<file path="src/rtl/systolic_pe_pkg.sv">
// Shared definitions for the systolic PE: FSM encoding, default widths and
// the saturation-bound helper used by the requantiser.
package systolic_pe_pkg;

  localparam int PE_DWIDTH = 8;
  localparam int PE_AWIDTH = 32;
  localparam int PE_SHW    = 5;

  typedef enum logic {
    IDLE  = 1'b0,
    ACCUM = 1'b1
  } pe_state_e;

  // Lower/upper clamp value for a dw-bit result, signed or unsigned.
  function automatic logic signed [63:0] sat_bound(input int dw, input logic is_signed,
                                                   input logic upper);
    logic signed [63:0] one;
    one = 64'sd1;
    if (is_signed) begin
      return upper ? ((one <<< (dw - 1)) - one) : -(one <<< (dw - 1));
    end
    return upper ? ((one <<< dw) - one) : 64'sd0;
  endfunction

endpackage

</file>
<file path="src/rtl/systolic_pe_acc_if.sv">
// Data/config bundle of one systolic PE: west/north operands in, east/south
// forwarded operands and the requantised result out.
interface systolic_pe_acc_if
  import systolic_pe_pkg::*;
#(
  parameter int DWIDTH = PE_DWIDTH,
  parameter int SHW    = PE_SHW
);
  logic              cfg_signed;
  logic [SHW-1:0]    cfg_shift;
  logic              cfg_clear;
  logic              in_valid;
  logic [DWIDTH-1:0] in_a;
  logic [DWIDTH-1:0] in_b;
  logic              in_last;
  logic              out_valid;
  logic [DWIDTH-1:0] out_a;
  logic [DWIDTH-1:0] out_b;
  logic              out_last;
  logic              out_c_valid;
  logic [DWIDTH-1:0] out_c;
  logic              out_ovf;
  logic              out_sat;

  modport master (
    output cfg_signed, cfg_shift, cfg_clear, in_valid, in_a, in_b, in_last,
    input  out_valid, out_a, out_b, out_last, out_c_valid, out_c, out_ovf, out_sat
  );

  modport slave (
    input  cfg_signed, cfg_shift, cfg_clear, in_valid, in_a, in_b, in_last,
    output out_valid, out_a, out_b, out_last, out_c_valid, out_c, out_ovf, out_sat
  );
endinterface

</file>
<file path="src/rtl/pe_requant.sv">
// Combinational requantiser: round half-up, shift right, clamp AWIDTH -> DWIDTH.
// Works at AWIDTH+1 bits so the rounding increment can never wrap.
module pe_requant
  import systolic_pe_pkg::*;
#(
  parameter int DWIDTH = PE_DWIDTH,
  parameter int AWIDTH = PE_AWIDTH,
  parameter int SHW    = PE_SHW
) (
  input  logic [AWIDTH-1:0] sum,
  input  logic              is_signed,
  input  logic [SHW-1:0]    shift,
  output logic [DWIDTH-1:0] res,
  output logic              sat
);
  localparam int RW = AWIDTH + 1;

  logic signed [RW-1:0] sum_ext;
  logic signed [RW-1:0] rnd;
  logic signed [RW-1:0] biased;
  logic signed [RW-1:0] shifted;
  logic signed [RW-1:0] lo;
  logic signed [RW-1:0] hi;
  logic                 big_shift;

  assign sum_ext   = {is_signed & sum[AWIDTH-1], sum};
  assign lo        = RW'(sat_bound(DWIDTH, is_signed, 1'b0));
  assign hi        = RW'(sat_bound(DWIDTH, is_signed, 1'b1));
  // A shift wider than the accumulator always rounds to exactly zero.
  assign big_shift = 32'(shift) > AWIDTH;

  // Round, shift (arithmetic when signed, logical when unsigned) and clamp.
  always_comb begin
    rnd = '0;
    if (shift != '0 && !big_shift) begin
      rnd = RW'(1) << (shift - 1'b1);
    end
    biased = sum_ext + rnd;
    if (big_shift) begin
      shifted = '0;
    end else if (is_signed) begin
      shifted = biased >>> shift;
    end else begin
      shifted = biased >> shift;
    end
    sat = 1'b0;
    res = shifted[DWIDTH-1:0];
    if (shifted > hi) begin
      sat = 1'b1;
      res = hi[DWIDTH-1:0];
    end else if (shifted < lo) begin
      sat = 1'b1;
      res = lo[DWIDTH-1:0];
    end
  end
endmodule

</file>
<file path="src/rtl/systolic_pe_acc.sv">
// Systolic PE: forwards A east / B south, multiplies (S1), accumulates a
// vector closed by in_last (S2) and emits a requantised result (S3).
module systolic_pe_acc
  import systolic_pe_pkg::*;
#(
  parameter int DWIDTH = PE_DWIDTH,
  parameter int AWIDTH = PE_AWIDTH,
  parameter int SHW    = PE_SHW
) (
  input  logic             clk,
  input  logic             reset,
  systolic_pe_acc_if.slave bus
);
  localparam int PW = 2 * DWIDTH;

  // forward path
  logic              out_valid_reg;
  logic [DWIDTH-1:0] out_a_reg;
  logic [DWIDTH-1:0] out_b_reg;
  logic              out_last_reg;
  // S1
  logic [PW-1:0]     a_ext;
  logic [PW-1:0]     b_ext;
  logic [PW-1:0]     prod;
  logic [PW-1:0]     p_reg;
  logic              p_valid_reg;
  logic              p_last_reg;
  // S2
  pe_state_e         state_reg, state_next;
  logic [AWIDTH-1:0] acc_reg, acc_next;
  logic              ovf_reg, ovf_next;
  logic [AWIDTH-1:0] sum_reg, sum_next;
  logic              sum_valid_reg, sum_valid_next;
  logic              sum_ovf_reg, sum_ovf_next;
  logic [AWIDTH-1:0] p_ext;
  logic [AWIDTH-1:0] base;
  logic [AWIDTH-1:0] add_sum;
  logic              add_carry;
  logic              add_ovf;
  // S3
  logic [DWIDTH-1:0] req_res;
  logic              req_sat;
  logic              out_c_valid_reg;
  logic [DWIDTH-1:0] out_c_reg;
  logic              out_ovf_reg;
  logic              out_sat_reg;

  // Forwarded operands: valid always follows, data holds across idle cycles.
  always_ff @(posedge clk) begin
    if (!reset) begin
      out_valid_reg <= 1'b0;
      out_a_reg     <= '0;
      out_b_reg     <= '0;
      out_last_reg  <= 1'b0;
    end else begin
      out_valid_reg <= bus.in_valid;
      if (bus.in_valid) begin
        out_a_reg    <= bus.in_a;
        out_b_reg    <= bus.in_b;
        out_last_reg <= bus.in_last;
      end
    end
  end

  // Extending both operands to the product width gives the right low
  // 2*DWIDTH bits for either signedness.
  assign a_ext = {{DWIDTH{bus.cfg_signed & bus.in_a[DWIDTH-1]}}, bus.in_a};
  assign b_ext = {{DWIDTH{bus.cfg_signed & bus.in_b[DWIDTH-1]}}, bus.in_b};
  assign prod  = a_ext * b_ext;

  // Product stage; a clear drops both the staged product and any new input.
  always_ff @(posedge clk) begin
    if (!reset) begin
      p_valid_reg <= 1'b0;
      p_last_reg  <= 1'b0;
      p_reg       <= '0;
    end else if (bus.cfg_clear) begin
      p_valid_reg <= 1'b0;
    end else begin
      p_valid_reg <= bus.in_valid;
      if (bus.in_valid) begin
        p_reg      <= prod;
        p_last_reg <= bus.in_last;
      end
    end
  end

  // Sign/zero-extend the product and form base + p_ext with overflow detect.
  always_comb begin
    p_ext             = {AWIDTH{bus.cfg_signed & p_reg[PW-1]}};
    p_ext[PW-1:0]     = p_reg;
    base              = (state_reg == ACCUM) ? acc_reg : '0;
    {add_carry, add_sum} = {1'b0, base} + {1'b0, p_ext};
    if (bus.cfg_signed) begin
      add_ovf = (base[AWIDTH-1] == p_ext[AWIDTH-1]) &&
                (add_sum[AWIDTH-1] != base[AWIDTH-1]);
    end else begin
      add_ovf = add_carry;
    end
  end

  // Accumulator FSM state and result-capture registers.
  always_ff @(posedge clk) begin
    if (!reset) begin
      state_reg     <= IDLE;
      acc_reg       <= '0;
      ovf_reg       <= 1'b0;
      sum_reg       <= '0;
      sum_valid_reg <= 1'b0;
      sum_ovf_reg   <= 1'b0;
    end else begin
      state_reg     <= state_next;
      acc_reg       <= acc_next;
      ovf_reg       <= ovf_next;
      sum_reg       <= sum_next;
      sum_valid_reg <= sum_valid_next;
      sum_ovf_reg   <= sum_ovf_next;
    end
  end

  // Accumulator FSM: open/extend a vector, close it on p_last, flush on clear.
  always_comb begin
    state_next     = state_reg;
    acc_next       = acc_reg;
    ovf_next       = ovf_reg;
    sum_next       = sum_reg;
    sum_valid_next = 1'b0;
    sum_ovf_next   = sum_ovf_reg;
    if (bus.cfg_clear) begin
      state_next = IDLE;
      acc_next   = '0;
      ovf_next   = 1'b0;
    end else if (p_valid_reg) begin
      if (p_last_reg) begin
        sum_next       = add_sum;
        sum_valid_next = 1'b1;
        sum_ovf_next   = ovf_reg | add_ovf;
        acc_next       = '0;
        ovf_next       = 1'b0;
        state_next     = IDLE;
      end else begin
        acc_next   = add_sum;
        ovf_next   = ovf_reg | add_ovf;
        state_next = ACCUM;
      end
    end
  end

  pe_requant #(
    .DWIDTH(DWIDTH),
    .AWIDTH(AWIDTH),
    .SHW   (SHW)
  ) u_requant (
    .sum      (sum_reg),
    .is_signed(bus.cfg_signed),
    .shift    (bus.cfg_shift),
    .res      (req_res),
    .sat      (req_sat)
  );

  // Result register: pulses valid for one cycle, data/flags hold otherwise.
  always_ff @(posedge clk) begin
    if (!reset) begin
      out_c_valid_reg <= 1'b0;
      out_c_reg       <= '0;
      out_ovf_reg     <= 1'b0;
      out_sat_reg     <= 1'b0;
    end else begin
      out_c_valid_reg <= sum_valid_reg;
      if (sum_valid_reg) begin
        out_c_reg   <= req_res;
        out_ovf_reg <= sum_ovf_reg;
        out_sat_reg <= req_sat;
      end
    end
  end

  assign bus.out_valid   = out_valid_reg;
  assign bus.out_a       = out_a_reg;
  assign bus.out_b       = out_b_reg;
  assign bus.out_last    = out_last_reg;
  assign bus.out_c_valid = out_c_valid_reg;
  assign bus.out_c       = out_c_reg;
  assign bus.out_ovf     = out_ovf_reg;
  assign bus.out_sat     = out_sat_reg;
endmodule

</file>
<file path="src/flat_wrapper.sv">
// flat-port wrapper written by rule: the top's interface ports become plain ports
module systolic_pe_acc_flat import systolic_pe_pkg::*;
#(
  parameter int DWIDTH = PE_DWIDTH,
  parameter int AWIDTH = PE_AWIDTH,
  parameter int SHW    = PE_SHW
)
  (clk, reset, bus_cfg_signed, bus_cfg_shift, bus_cfg_clear, bus_in_valid, bus_in_a, bus_in_b, bus_in_last, bus_out_valid, bus_out_a, bus_out_b, bus_out_last, bus_out_c_valid, bus_out_c, bus_out_ovf, bus_out_sat);
  systolic_pe_acc_if #(.DWIDTH(DWIDTH), .SHW(SHW)) bus_i ();
  input  logic clk;
  input  logic reset;
  input wire logic [$bits(bus_i.cfg_signed)-1:0] bus_cfg_signed;
  input wire logic [$bits(bus_i.cfg_shift)-1:0] bus_cfg_shift;
  input wire logic [$bits(bus_i.cfg_clear)-1:0] bus_cfg_clear;
  input wire logic [$bits(bus_i.in_valid)-1:0] bus_in_valid;
  input wire logic [$bits(bus_i.in_a)-1:0] bus_in_a;
  input wire logic [$bits(bus_i.in_b)-1:0] bus_in_b;
  input wire logic [$bits(bus_i.in_last)-1:0] bus_in_last;
  output wire logic [$bits(bus_i.out_valid)-1:0] bus_out_valid;
  output wire logic [$bits(bus_i.out_a)-1:0] bus_out_a;
  output wire logic [$bits(bus_i.out_b)-1:0] bus_out_b;
  output wire logic [$bits(bus_i.out_last)-1:0] bus_out_last;
  output wire logic [$bits(bus_i.out_c_valid)-1:0] bus_out_c_valid;
  output wire logic [$bits(bus_i.out_c)-1:0] bus_out_c;
  output wire logic [$bits(bus_i.out_ovf)-1:0] bus_out_ovf;
  output wire logic [$bits(bus_i.out_sat)-1:0] bus_out_sat;
  assign bus_i.cfg_signed = bus_cfg_signed;
  assign bus_i.cfg_shift = bus_cfg_shift;
  assign bus_i.cfg_clear = bus_cfg_clear;
  assign bus_i.in_valid = bus_in_valid;
  assign bus_i.in_a = bus_in_a;
  assign bus_i.in_b = bus_in_b;
  assign bus_i.in_last = bus_in_last;
  assign bus_out_valid = bus_i.out_valid;
  assign bus_out_a = bus_i.out_a;
  assign bus_out_b = bus_i.out_b;
  assign bus_out_last = bus_i.out_last;
  assign bus_out_c_valid = bus_i.out_c_valid;
  assign bus_out_c = bus_i.out_c;
  assign bus_out_ovf = bus_i.out_ovf;
  assign bus_out_sat = bus_i.out_sat;
  systolic_pe_acc #(.DWIDTH(DWIDTH), .AWIDTH(AWIDTH), .SHW(SHW)) u_core (.clk(clk), .reset(reset), .bus(bus_i));
endmodule
</file>
<file path="config.mk">
export PLATFORM = sky130hd
export DESIGN_NAME = systolic_pe_acc_flat
export DESIGN_NICKNAME = d
export VERILOG_FILES = /design/src/rtl/systolic_pe_pkg.sv /design/src/rtl/systolic_pe_acc_if.sv /design/src/rtl/pe_requant.sv /design/src/rtl/systolic_pe_acc.sv /design/src/flat_wrapper.sv
export SDC_FILE = /design/constraint.sdc
export NUM_CORES = 1
export LEC_CHECK = 0
export BUFFER_PORTS_ARGS = -buffer_cell sky130_fd_sc_hd__buf_2
export CAP_MARGIN = 25
export CORE_MARGIN = 2
export CORE_UTILIZATION = 55
export CTS_CLUSTER_SIZE = 40
export DETAILED_ROUTE_END_ITERATION = 10
export GPL_TIMING_DRIVEN = 0
export PLACE_DENSITY_LB_ADDON = 0.12
export SLEW_MARGIN = 40
export SYNTH_ARGS = -nofsm -noshare
export SYNTH_HDL_FRONTEND = slang
export SYNTH_SLANG_ARGS = --single-unit
</file>
<file path="constraint.sdc">
create_clock -name clk -period 14.8 [get_ports clk]
set_clock_uncertainty 0.1 [all_clocks]
set_input_delay 2.96 -clock clk [delete_from_list [all_inputs] [get_ports clk]]
set_output_delay 2.96 -clock clk [all_outputs]
set_load 0.03 [all_outputs]
</file>
Yosys cells after proc, flatten, opt, wreduce, memory -nomap -nowiden:

Index checks and enable logic that the tools add are counted.

* $add $sub $neg: 3
* multiply operators: 1
* magnitude comparators: 2
* equal/unequal tests: 2
* shift-type cells: 3
* multiplexer cells: 17
* bitwise logic cells: 8
* reductions and logical operators: 6

Operator list (number)
* 2-to-1 mux 33 bit: 6
* 2-to-1 mux 32 bit: 2
* adder 32 x 32 -> 33 bit: 1
* adder 33 bit: 1
* > comparator 33 bit: 1
* less-than comparator 33 bit: 1
* << shifter 1 x 5 -> 33 bit, first input constant: 1
* right shift 33 x 5 -> 33 bit: 1
* >>> shifter 33 x 5 -> 33 bit: 1
* multiplier 9 x 9 -> 16 bit: 1
* 2-to-1 mux 8 bit: 2
* 2-to-1 mux 1 bit: 7
* nonzero test 5 bit: 1
* subtractor 5 x 1 -> 5 bit, second input constant: 1
* AND 1 bit: 4
* inverter 1 bit: 3
* AND reduction 3 bit: 1
* OR reduction 3 bit: 1
* AND reduction 2 bit: 1
* OR reduction 2 bit: 1
* == test 1 bit: 1
* logical AND 1 bit: 1
* != test 1 bit: 1
* bitwise OR 1 bit: 1

* bits in registers: 115
* input bits: 27
* output and inout bits: 29
* logic and storage cells: 59

Depth between registers and ports, before layout:

Gate-level depths: netlist of run 1.

* depth in word-level cells: 9
* gate-level depth with buffers: 30
* mapped depth without buffers: 26

Hierarchy:

From an unflattened synthesis of run 1, not the netlist that was laid out.

* cells, all modules: 1979
* area total of the unflattened synthesis: 15087.0 um^2

Modules (own cells, without submodules)
* systolic_pe_acc: instances 1, cells an instance 998, area each 8539.4 um^2, sequential area each 2302.2 um^2
* pe_requant: instances 1, cells an instance 981, area each 6547.5 um^2, sequential area each 0.0 um^2

Worst setup path after synthesis of run 1:

OpenSTA, ideal clock, no wires.

* kind: input to register
* start: input bus_cfg_shift[0]
* end: register u_core.out_c_reg[1], in the netlist u_core.bus.out_c[1]
* library setup time: 0.122 ns
* arrival time: 9.093 ns
* data required time: 14.578 ns
* path slack: 5.485 ns
* stages on the path: 29
* buffers on the path: 5
* cell sequence: clkbuf_1 > inv_1 > buf_2 > buf_1 > buf_1 > buf_1 > nor4_1 > ha_1 > inv_1 > fa_1 > nor2b_1 > o31ai_2 > a211o_2 > a311oi_2 > o21bai_2 > xnor2_1 > mux4_2 > a21oi_1 > a31oi_1 > a21oi_1 > nand2_1 > o21ai_0 > ha_1 > nor3_1 > a41oi_1 > nor4_2 > nor2_1 > and2_4 > a221o_1

* longest elaborated chain between the ends: 9
* elaborated cells on any way between the ends: 12
* those cells by class: add/sub: 2; order compare: 2; shift: 3; mux: 4; reduce/logical: 1

RTL lines
* start: declaration: line flat_wrapper.sv:13 `input wire logic [$bits(bus_i.cfg_shift)-1:0] bus_cfg_shift;`
* subtractor 5 x 1 -> 5 bit: line pe_requant.sv:36 `rnd = RW'(1) << (shift - 1'b1);`
* << shifter 1 x 5 -> 33 bit: line pe_requant.sv:36
* 2-to-1 mux 33 bit: line pe_requant.sv:35 `if (shift != '0 && !big_shift) begin`
* adder 33 bit: line pe_requant.sv:38 `biased = sum_ext + rnd;`
* right shift 33 x 5 -> 33 bit / >>> shifter 33 x 5 -> 33 bit (equally long branches): line pe_requant.sv:44, pe_requant.sv:42
* 2-to-1 mux 33 bit (*): line pe_requant.sv:41 `end else if (is_signed) begin`
* less-than comparator 33 bit: line pe_requant.sv:51 `end else if (shifted < lo) begin`
* 2-to-1 mux 8 bit: line pe_requant.sv:51
* 2-to-1 mux 8 bit (*): line pe_requant.sv:48 `if (shifted > hi) begin`
* end signal: assignment: line systolic_pe_acc.sv:171 `out_c_reg <= req_res;`
* end: declaration: line systolic_pe_acc.sv:44 `logic [DWIDTH-1:0] out_c_reg;`

Mark *: on every way between the ends. The rest lies on a longest branch, timed or not.
A chain may end at the register's enable or synchronous reset.

Worst setup path after layout of run 1:

* start: input bus_cfg_shift[0]
* end: register u_core.out_c_reg[5], in the netlist u_core.bus.out_c[5]

The elaborated chain is that of the path after synthesis.

==> results of run 1 <==
-- cells by family after synthesis --
logic type | count (synthesis) | share of synthesized area
compound gates | 519 | 0.2576
xor+xnor | 68 | 0.04133
fa+ha+maj | 165 | 0.1771
buf+inv | 221 | 0.05904
flops | 115 | 0.1598
mux | 80 | 0.06885
other cells | 1 | 0.0002602
simple gates | 707 | 0.2361
-- per-stage QoR --
stage,setup WS [ns],area (sq um)
6_report,3.775,15690
4_1_cts,4.035,15690
2_1_floorplan,5.485,14410
3_5_place_dp,3.627,15060
5_1_grt,3.309,15690
3_3_place_gp,3.608,15050
-- worst max path at each step --
stage               slack, ns  depth (start not counted)        startpoint                  end
floorplan                5.49                         29  bus_cfg_shift[0]  u_core.bus.out_c[1]
global placement         3.61                         28  bus_cfg_shift[4]  u_core.bus.out_c[5]
detailed placement       3.63                         27  bus_cfg_shift[0]  u_core.bus.out_c[4]
CTS                      4.03                         27  bus_cfg_shift[0]  u_core.bus.out_c[5]
global route             3.31                         27  bus_cfg_shift[0]  u_core.bus.out_c[4]
finish                   3.78                         27  bus_cfg_shift[0]  u_core.bus.out_c[5]
-- power by group --
group / switching [uW] / internal, uW
logic: 338 / 232
clock network: 166 / 275
registers: 13.1 / 327
total: 517 / 834
-- worst max-delay path, delay by kind of cell --
kind | cells | cell delay (ns)
buf+inv | 6 | 2.20
mux | 1 | 0.39
compound gates | 10 | 2.76
simple gates | 7 | 1.62
xor+xnor | 1 | 0.44
fa+ha+maj | 2 | 0.85
-- layout make-up --
class / instances / area (sq um) / area share
clock buffers: 18 / 439.2 / 0.02799
clock inverters: 14 / 188.9 / 0.01204
inverters: 113 / 424.2 / 0.02704
flip-flops and latches: 115 / 2302 / 0.1468
multi-input cells: 1540 / 11270 / 0.7185
repair buffers: 43 / 215.2 / 0.01372
well taps: 335 / 419.2 / 0.02672
plain buffers: 108 / 426.7 / 0.02720
-- metal layers --
metal  up-vias  GRT usage
met5         -          0
met4         0     0.1493
met3       135    0.04361
met1      6992     0.4568
met2       566     0.5849
li1       6844          -
-- Yosys cell counts, types with 17 or more instances --
| library cell | n |
|---|---|
| o211ai_1 | 18 |
| xnor2_1 | 52 |
| nor2b_1 | 35 |
| a21boi_0 | 25 |
| nor3_1 | 35 |
| a22oi_1 | 40 |
| a21o_1 | 38 |
| o21ai_0 | 53 |
| mux2i_1 | 55 |
| inv_1 | 112 |
| nand2_1 | 218 |
| fa_1 | 65 |
| dfxtp_1 | 115 |
| o21bai_1 | 17 |
| and2_1 | 81 |
| nand3_1 | 32 |
| ha_1 | 100 |
| clkbuf_1 | 80 |
| a211oi_1 | 23 |
| nor2_1 | 194 |
| o21a_1 | 18 |
| a21oi_1 | 113 |
==> results.toml, run 1 <==
[outcome]
status = "completed"

[logic_synthesis]
yosysUniqueCellTypes = 101
synth_edf_count = 0
synth_fp_nets = 2068
syn_avg_cell_area_sq_um = 7.682
synth_ff_type = "dfxtp_1"
yosysWarningCount = 0
yosysSeqAreaShare = 0.1597
ys_ff_latch = 115
synthArstFlopShare = 0
synth_top_area_share = 0.1597
yosys.area.top_type = "dfxtp_1"
synth.area.top_cells = "dfxtp_1 16%, fa_1 9.0%, ha_1 8.7%"
syn_area_sq_um = 14410
syn_inst = 1876

[finish]
layout_common_cells = "218 x nand2_1, 193 x nor2_1, 115 x dfxtp_1"
drive_gt1_frac = 0.07996
syn_to_final_growth_pct = 8.855
n_antenna_cell = 0
nets = 2130
fill_cells = 2410
final_common_cell = "nand2_1"
fin_cells = 2286
final_util = 0.6054

[clock_tree]
cts_buffers = 17
root_buffer = "clkbuf_16"
cts_setup_buffers = 0
h-tree-depth = 4
clockBufferDepth = 2
cts_sinks = 115
cts_hold_buffers = 0
path_clk_slew_ns = 0.06
tritoncts = "yes"
clock_latency_ns = 0.42
cts-resized-gates = 0

[critical_path]
r2r_cells = 22
cp.required_ns = 15.01
crit_arrival_ns = 11.23
reg2reg_to = "u_core.bus.out_c[5]"
reg2reg_from = "u_core.sum_reg[0]"
criticalPathCategory = "primary input to flop"
cp_common_cell = "buf_1"
crit_slowest_cell = "a31oi_1"
worstPathMaxFanout = 10
critPathLaunchType = "primary input"
crit_path_end_kind = "flop"
reg2reg_slack_ns = 8.26
crit_path_max_incr_delay_ns = 0.60

[drt]
wl_per_cell_microns = 21.15
ant_nets = 0
dr.max_layer_used = "met4"
first_pass_iters = 8
wl_met1_mm = 20.37
vias = 14540
drc = 0
routed_wl_mm = 48.34
dr_wl_met3_mm = 2.982
vias_per_cell = 6.359
drtIter0Drc = 1431
met2_length_mm = 22.85

[global_routing]
grt_pass1_wl_mm = 77.16
antenna_found_initial = 0
grt_pass1_vias = 14010
grt_util_all_layers = 0.3497
grt_start_max_net_pins = 17
overflow = 0

[pwr]
power_uw = 1351
p_leak_uw = 0.006825
power_density_nw_per_um2 = 86.12
peakVddDrop_uv = 175.9

[floorplan]
die_w_microns = 165.9
num_io_pins = 56
die_h_microns = 165.9
num_rows = 59
start_util = 0.5562
die_area_sq_um = 27510
design.core.area_sq_um = 25910

[timing]
setup_viol = 0
rsz0062_at_grt = "no"
relSlewSlack = 0.4092
timing.final.hold_violations = 0
report.final.slew_viol_count = 0
fin_tns_setup_ns = 0
hold_slack_ns = 0.3700
fin_crit_sh = 0.7449
tightest_slew_ns = 0.8862
fmax_ghz = 0.09070
period_needed_ns = 11.02

[hold_path]
worstHoldEndpoint = "u_core.sum_reg[14]"
holdPathStages = 2
hold_path_class = "flop to flop"
hold_path.startpoint = "u_core.sum_reg[14]"

[placed_design]
gp_congestion = 0.9870
placedCellCount = 2254
io_buffer_count = 43
dp_hpwl_mm = 38.28

[run]
drv_cap = 0
Power figures use the tool's default switching activity.
==> inputs of run 2 (changes only) <==
--- a/config.mk
+++ b/config.mk
@@ -5,6 +5,7 @@
 export SDC_FILE = /design/constraint.sdc
 export NUM_CORES = 1
 export LEC_CHECK = 0
+export ABC_AREA = 1
 export BUFFER_PORTS_ARGS = -buffer_cell sky130_fd_sc_hd__buf_2
 export CAP_MARGIN = 25
 export CORE_MARGIN = 2
==> constraint.sdc (replaced) <==
create_clock -name clk -period 9.29 [get_ports clk]
set_clock_uncertainty 0.1 [all_clocks]
set_input_delay 1.858 -clock clk [delete_from_list [all_inputs] [get_ports clk]]
set_output_delay 1.858 -clock clk [all_outputs]
set_load 0.03 [all_outputs]
==> run 2 against run 1 <==
Effect of this change:
- global-route usage shrank 0.41 points
- synthesized cell count grew 31%
- via count up 9.5%
- power up 56%
- first-iteration DRC count grew 16%
- final area up 0.73%
- largest cell class unchanged
==> results.toml, run 2 <==
[finish]
syn_to_final_growth_pct = 8.357
layout_common_cells = "745 x nand2_1, 372 x inv_1, 245 x nor2_1"
final_common_cell = "nand2_1"
nets = 2713
fin_cells = 2869
fill_cells = 2667
final_util = 0.6064
drive_gt1_frac = 0.07261
n_antenna_cell = 0

[drt]
wl_per_cell_microns = 16.75
first_pass_iters = 6
vias_per_cell = 5.549
vias = 15920
routed_wl_mm = 48.05
drtIter0Drc = 1665
drc = 0
ant_nets = 0

[global_routing]
grt_pass1_wl_mm = 77.48
overflow = 0
grt_start_max_net_pins = 17
antenna_found_initial = 0
grt_pass1_vias = 15270
grt_util_all_layers = 0.3456

[floorplan]
design.core.area_sq_um = 26060
die_area_sq_um = 27830
die_w_microns = 166.8
num_io_pins = 56
start_util = 0.5596
num_rows = 59
die_h_microns = 166.8

[clock_tree]
clockBufferDepth = 2
root_buffer = "clkbuf_16"
clock_latency_ns = 0.43
tritoncts = "yes"
cts_sinks = 115
path_clk_slew_ns = 0.06
cts_setup_buffers = 0
cts_hold_buffers = 0
cts-resized-gates = 0
h-tree-depth = 4
cts_buffers = 17

[critical_path]
cp.required_ns = 9.51
crit_path_end_kind = "flop"
worstPathMaxFanout = 10
criticalPathCategory = "primary input to flop"
crit_arrival_ns = 8.19
path_buf_inv = 9
critPathLaunchType = "primary input"
path_delay_family = "adder cells"
crit_path_max_incr_delay_ns = 0.56
crit_slowest_cell = "fa_1"

[timing]
fin_crit_sh = 0.8580
fin_tns_setup_ns = 0
timing.final.hold_violations = 0
period_needed_ns = 7.971
tightest_slew_ns = 0.7189
relSlewSlack = 0.5207
report.final.slew_viol_count = 0
fmax_ghz = 0.1255
rsz0062_at_grt = "no"
setup_viol = 0

[pwr]
cell_internal_pwr_uw = 1248
p_leak_uw = 0.008800
p_comb_frac = 0.417
power_density_nw_per_um2 = 133.3
p_sw_frac = 0.4074
peakVddDrop_uv = 194.5
power.switching_uw = 858.0
p_clk_frac = 0.331
seq_power_share = 0.252

[logic_synthesis]
synth_top_area_share = 0.1918
syn_inst = 2464
syn_area_sq_um = 14580
synth_top_cells_by_count = "745 x nand2_1, 372 x inv_1, 245 x nor2_1"
ys_ff_latch = 115
yosysMostFrequentCell = "nand2_1"
synthArstFlopShare = 0
yosysSeqAreaShare = 0.1579
yosysWarningCount = 0
synth_edf_count = 0
synth.area.top_cells = "nand2_1 19%, dfxtp_1 16%, inv_1 9.6%"
synth_fp_nets = 2656
syn_avg_cell_area_sq_um = 5.918
synth_ff_type = "dfxtp_1"
yosys.area.top_type = "nand2_1"
yosysUniqueCellTypes = 57

[placed_design]
io_buffer_count = 38
placedCellCount = 2837
gp_congestion = 0.9776
dp_hpwl_mm = 39.21

[run]
drv_cap = 0

[outcome]
status = "completed"

[hold_path]
hold_path_class = "flop to flop"
run 2: area by class of cell:
type	instances	area (sq um)	area share
multi-input cells	1857	10400	0.6582
flip-flops and latches	115	2302	0.1457
inverters	391	1470	0.09304
clock buffers	17	425.4	0.02692
well taps	335	419.2	0.02653
plain buffers	101	409.1	0.02589
repair buffers	38	190.2	0.01204
clock inverters	15	183.9	0.01164
run 2: cells by family after synthesis:
kind of cell             share of synthesized area
AO/OA/AOI/OAI                               0.1126
XOR/XNOR                                   0.03063
adder cells (fa/ha/maj)                     0.1750
buffers and inverters                       0.1289
flip-flops                                  0.1579
multiplexers                             0.0006864
other                                    0.0002572
AND/OR/NAND/NOR                             0.3941
run 2: per-layer routing:
metal,track usage,vias to the layer above,part of all wire,wire length (microns)
met2,0.5736,611,0.46,22060
met5,0,-,0,0
li1,-,7853,-,-
met1,0.4522,7328,0.43,20580
met4,0.1409,0,0.043,2050
met3,0.04943,127,0.070,3356
run 2: worst reg2reg max path: cells and delay by family (launching register included):
family                     cells  cell delay (ns)
DFF                            1             0.35
AOI/OAI and AO/OA              4             0.64
adders and majority gates      3             0.93
buffers and inverters          4             0.44
and+or+nand+nor               19             1.87
run 2: final timing paths:
path         cells past startpoint  slack [ns]                  end               start
min reg2reg                      2        0.37   u_core.acc_reg[19]  u_core.acc_reg[19]
max reg2reg                     30        4.80  u_core.bus.out_c[7]   u_core.sum_reg[0]
max                             29        1.32     u_core.p_reg[15]      bus_cfg_signed
min                              2        0.37   u_core.acc_reg[19]  u_core.acc_reg[19]
run 2: power groups by stage:
stage	combinational [uW]	sequential [uW]	clock, uW
2_1_floorplan	637	543	0
3_3_place_gp	848	540	0
3_5_place_dp	860	541	0
4_1_cts	877	530	699
5_1_grt	995	531	723
6_report	878	530	698
run 2: metrics by stage:
stage | hold WS, ns | total power, uW | cell area [sq um] | setup slack, ns
global route | 0.3812 | 2249 | 15800 | 0.9431
CTS | 0.3651 | 2106 | 15800 | 1.332
detailed placement | 0.3553 | 1401 | 15190 | 0.9975
floorplan | 0.3340 | 1180 | 14580 | 1.946
finish | 0.3659 | 2106 | 15800 | 1.319
global placement | 0.3466 | 1388 | 15190 | 1.014
==> inputs of run 3 (changes only) <==
--- a/config.mk
+++ b/config.mk
@@ -9,12 +9,14 @@
 export BUFFER_PORTS_ARGS = -buffer_cell sky130_fd_sc_hd__buf_2
 export CAP_MARGIN = 25
 export CORE_MARGIN = 2
-export CORE_UTILIZATION = 55
+export CORE_UTILIZATION = 53
 export CTS_CLUSTER_SIZE = 40
 export DETAILED_ROUTE_END_ITERATION = 10
 export GPL_TIMING_DRIVEN = 0
 export PLACE_DENSITY_LB_ADDON = 0.12
+export SKIP_CTS_REPAIR_TIMING = 1
 export SLEW_MARGIN = 40
 export SYNTH_ARGS = -nofsm -noshare
 export SYNTH_HDL_FRONTEND = slang
+export SYNTH_HIERARCHICAL = 1
 export SYNTH_SLANG_ARGS = --single-unit
==> run 3 against run 2 <==
Effect of this change:
- final area rose by 8.4%
- clock-buffer cell count increased by 3
- clock power is 1% lower
- synthesized area grew 8.5%
- sequential power about the same
- flip-flop and latch count unchanged
- global-route usage down 0.15 points
- utilization shrank 2.7 points
- hold slack worse by 0.0015 ns
- highest routed layer unchanged
==> results.toml, run 3 <==
[logic_synthesis]
yosysSeqAreaShare = 0.1454
yosysUniqueCellTypes = 57
synth_fp_nets = 2931
synth_ff_type = "dfxtp_1"
syn_avg_cell_area_sq_um = 5.779
synthArstFlopShare = 0
yosys.area.top_type = "nand2_1"
synth.area.top_cells = "nand2_1 19%, dfxtp_1 15%, nand3_1 11%"
yosysMostFrequentCell = "nand2_1"
yosysWarningCount = 6
synth_top_cells_by_count = "801 x nand2_1, 441 x inv_1, 333 x nand3_1"
synth_edf_count = 0
syn_inst = 2739
ys_ff_latch = 115
syn_area_sq_um = 15830
synth_top_area_share = 0.1899

[hold_path]
hold_path_class = "flop to flop"

[critical_path]
cp_common_cell = "nand3_1"
critPathLaunchType = "primary input"
path_depth = 36
critPathLaunch = "bus_cfg_shift[4]"
r2r_cells = 28
reg2reg_to = "u_core/bus.out_c[7]"
crit_path_end_kind = "flop"
reg2reg_slack_ns = 4.65
crit_path_max_incr_delay_ns = 0.54
path_delay_family = "simple AND/OR/NAND/NOR gates"
criticalPathCategory = "primary input to flop"
crit_arrival_ns = 7.92
endpoint = "u_core/bus.out_c[7]"
crit_slowest_cell = "buf_1"
path_buf_inv = 8
worstPathMaxFanout = 10
cp.required_ns = 9.50
reg2reg_from = "u_core/sum_reg[0]"

[timing]
fin_tns_setup_ns = 0
setup_viol = 0
fmax_ghz = 0.1297
tightest_slew_ns = 0.7350
rsz0062_at_grt = "no"
report.final.slew_viol_count = 0
period_needed_ns = 7.710
relSlewSlack = 0.5100
timing.final.hold_violations = 0
fin_crit_sh = 0.8300
setup_slack_ns = 1.580

[pwr]
power_uw = 2186
power_density_nw_per_um2 = 127.7
peakVddDrop_uv = 165.9
p_leak_uw = 0.009619

[run]
drv_cap = 0

[placed_design]
gp_congestion = 1.051
dp_hpwl_mm = 43.75
io_buffer_count = 36
place_ws_ns = 1.262

[drt]
ant_nets = 0
routed_wl_mm = 53.51
wl_per_cell_microns = 16.73
drtIter0Drc = 1773
vias_per_cell = 5.502
drc = 0
vias = 17600
first_pass_iters = 6

[finish]
register_area_sq_um = 2302
final_common_cell = "nand2_1"
syn_to_final_growth_pct = 8.165
nets = 2986
drive_gt1_frac = 0.08158
final_util = 0.5792
layout_common_cells = "801 x nand2_1, 441 x inv_1, 333 x nand3_1"
multi_input_area_sq_um = 11310
fill_cells = 3108

[clock_tree]
root_buffer = "clkbuf_16"
cts_buffers = 17
clock_latency_ns = 0.42
h-tree-depth = 4
path_clk_slew_ns = 0.06
tritoncts = "yes"
cts_sinks = 115
clockBufferDepth = 2

[outcome]
status = "completed"

[floorplan]
die_area_sq_um = 31260
num_io_pins = 56
design.core.area_sq_um = 29560
num_rows = 63
die_h_microns = 176.8
start_util = 0.5355
die_w_microns = 176.8

[global_routing]
grt_start_max_net_pins = 17
antenna_found_initial = 1
grt_pass1_vias = 16570
grt_util_all_layers = 0.3441
overflow = 0
grt_pass1_wl_mm = 85.10
run 3: cell type report:
cell class	count	share of cell area
diodes	1	0.0001462
plain buffers	103	0.02726
clock buffers	20	0.02726
clock inverters	12	0.009062
inverters	466	0.1022
multi-input cells	2055	0.6606
flip-flops and latches	115	0.1345
well taps	390	0.02850
repair buffers	36	0.01052
run 3: report_power, final:
group          switching, uW  internal (uW)  total [uW]
Combinational            626            342         968
Clock                    247            442         689
Sequential              15.5            514         529
Total                    888           1300        2190
run 3: tightest hold or removal path, cell delays in order, from the launching register on:
cell and delay, ns:
dfxtp_1 0.31, nand2_1 0.06, a21oi_1 0.05
run 3: logic make-up (layout without fill, tap and decap cells):
logic type	Yosys count	in the layout	synth area share
adders and majority gates	165	165	0.1613
buffers and inverters	569	637	0.1400
and+or+nand+nor	1574	1574	0.4337
AOI/OAI and AO/OA	276	276	0.09723
xor gates and xnor gates	38	38	0.02150
DFF	115	115	0.1454
muxes	1	1	0.0006324
other	1	2	0.0002369
run 3: how the worst min path moves through the flow:
stage	from	endpoint	slack, ns	depth (start not counted)
floorplan	u_core/acc_reg[13]	u_core/acc_reg[13]	0.34	2
global placement	u_core/acc_reg[15]	u_core/acc_reg[15]	0.35	2
detailed placement	u_core/acc_reg[13]	u_core/acc_reg[13]	0.36	2
CTS	u_core/acc_reg[13]	u_core/acc_reg[13]	0.37	2
global route	u_core/acc_reg[7]	u_core/acc_reg[7]	0.38	2
finish	u_core/acc_reg[28]	u_core/acc_reg[28]	0.36	2
run 3: per-layer routing:
layer / vias up / GRT usage / routed length [microns]
met5: - / 0 / 0
met4: 0 / 0.1284 / 1739
met3: 110 / 0.03415 / 3076
met2: 619 / 0.5881 / 25380
met1: 8159 / 0.4487 / 23320
li1: 8707 / - / -
run 3: per-stage QoR:
step / std cells / cell area, sq um / hold slack [ns]
after global routing: 3198 / 17120 / 0.3759
final: 3198 / 17120 / 0.3644
after detailed placement: 3165 / 16500 / 0.3557
after global placement: 3165 / 16500 / 0.3510
after CTS: 3197 / 17120 / 0.3651
after floorplan: 2739 / 15830 / 0.3399
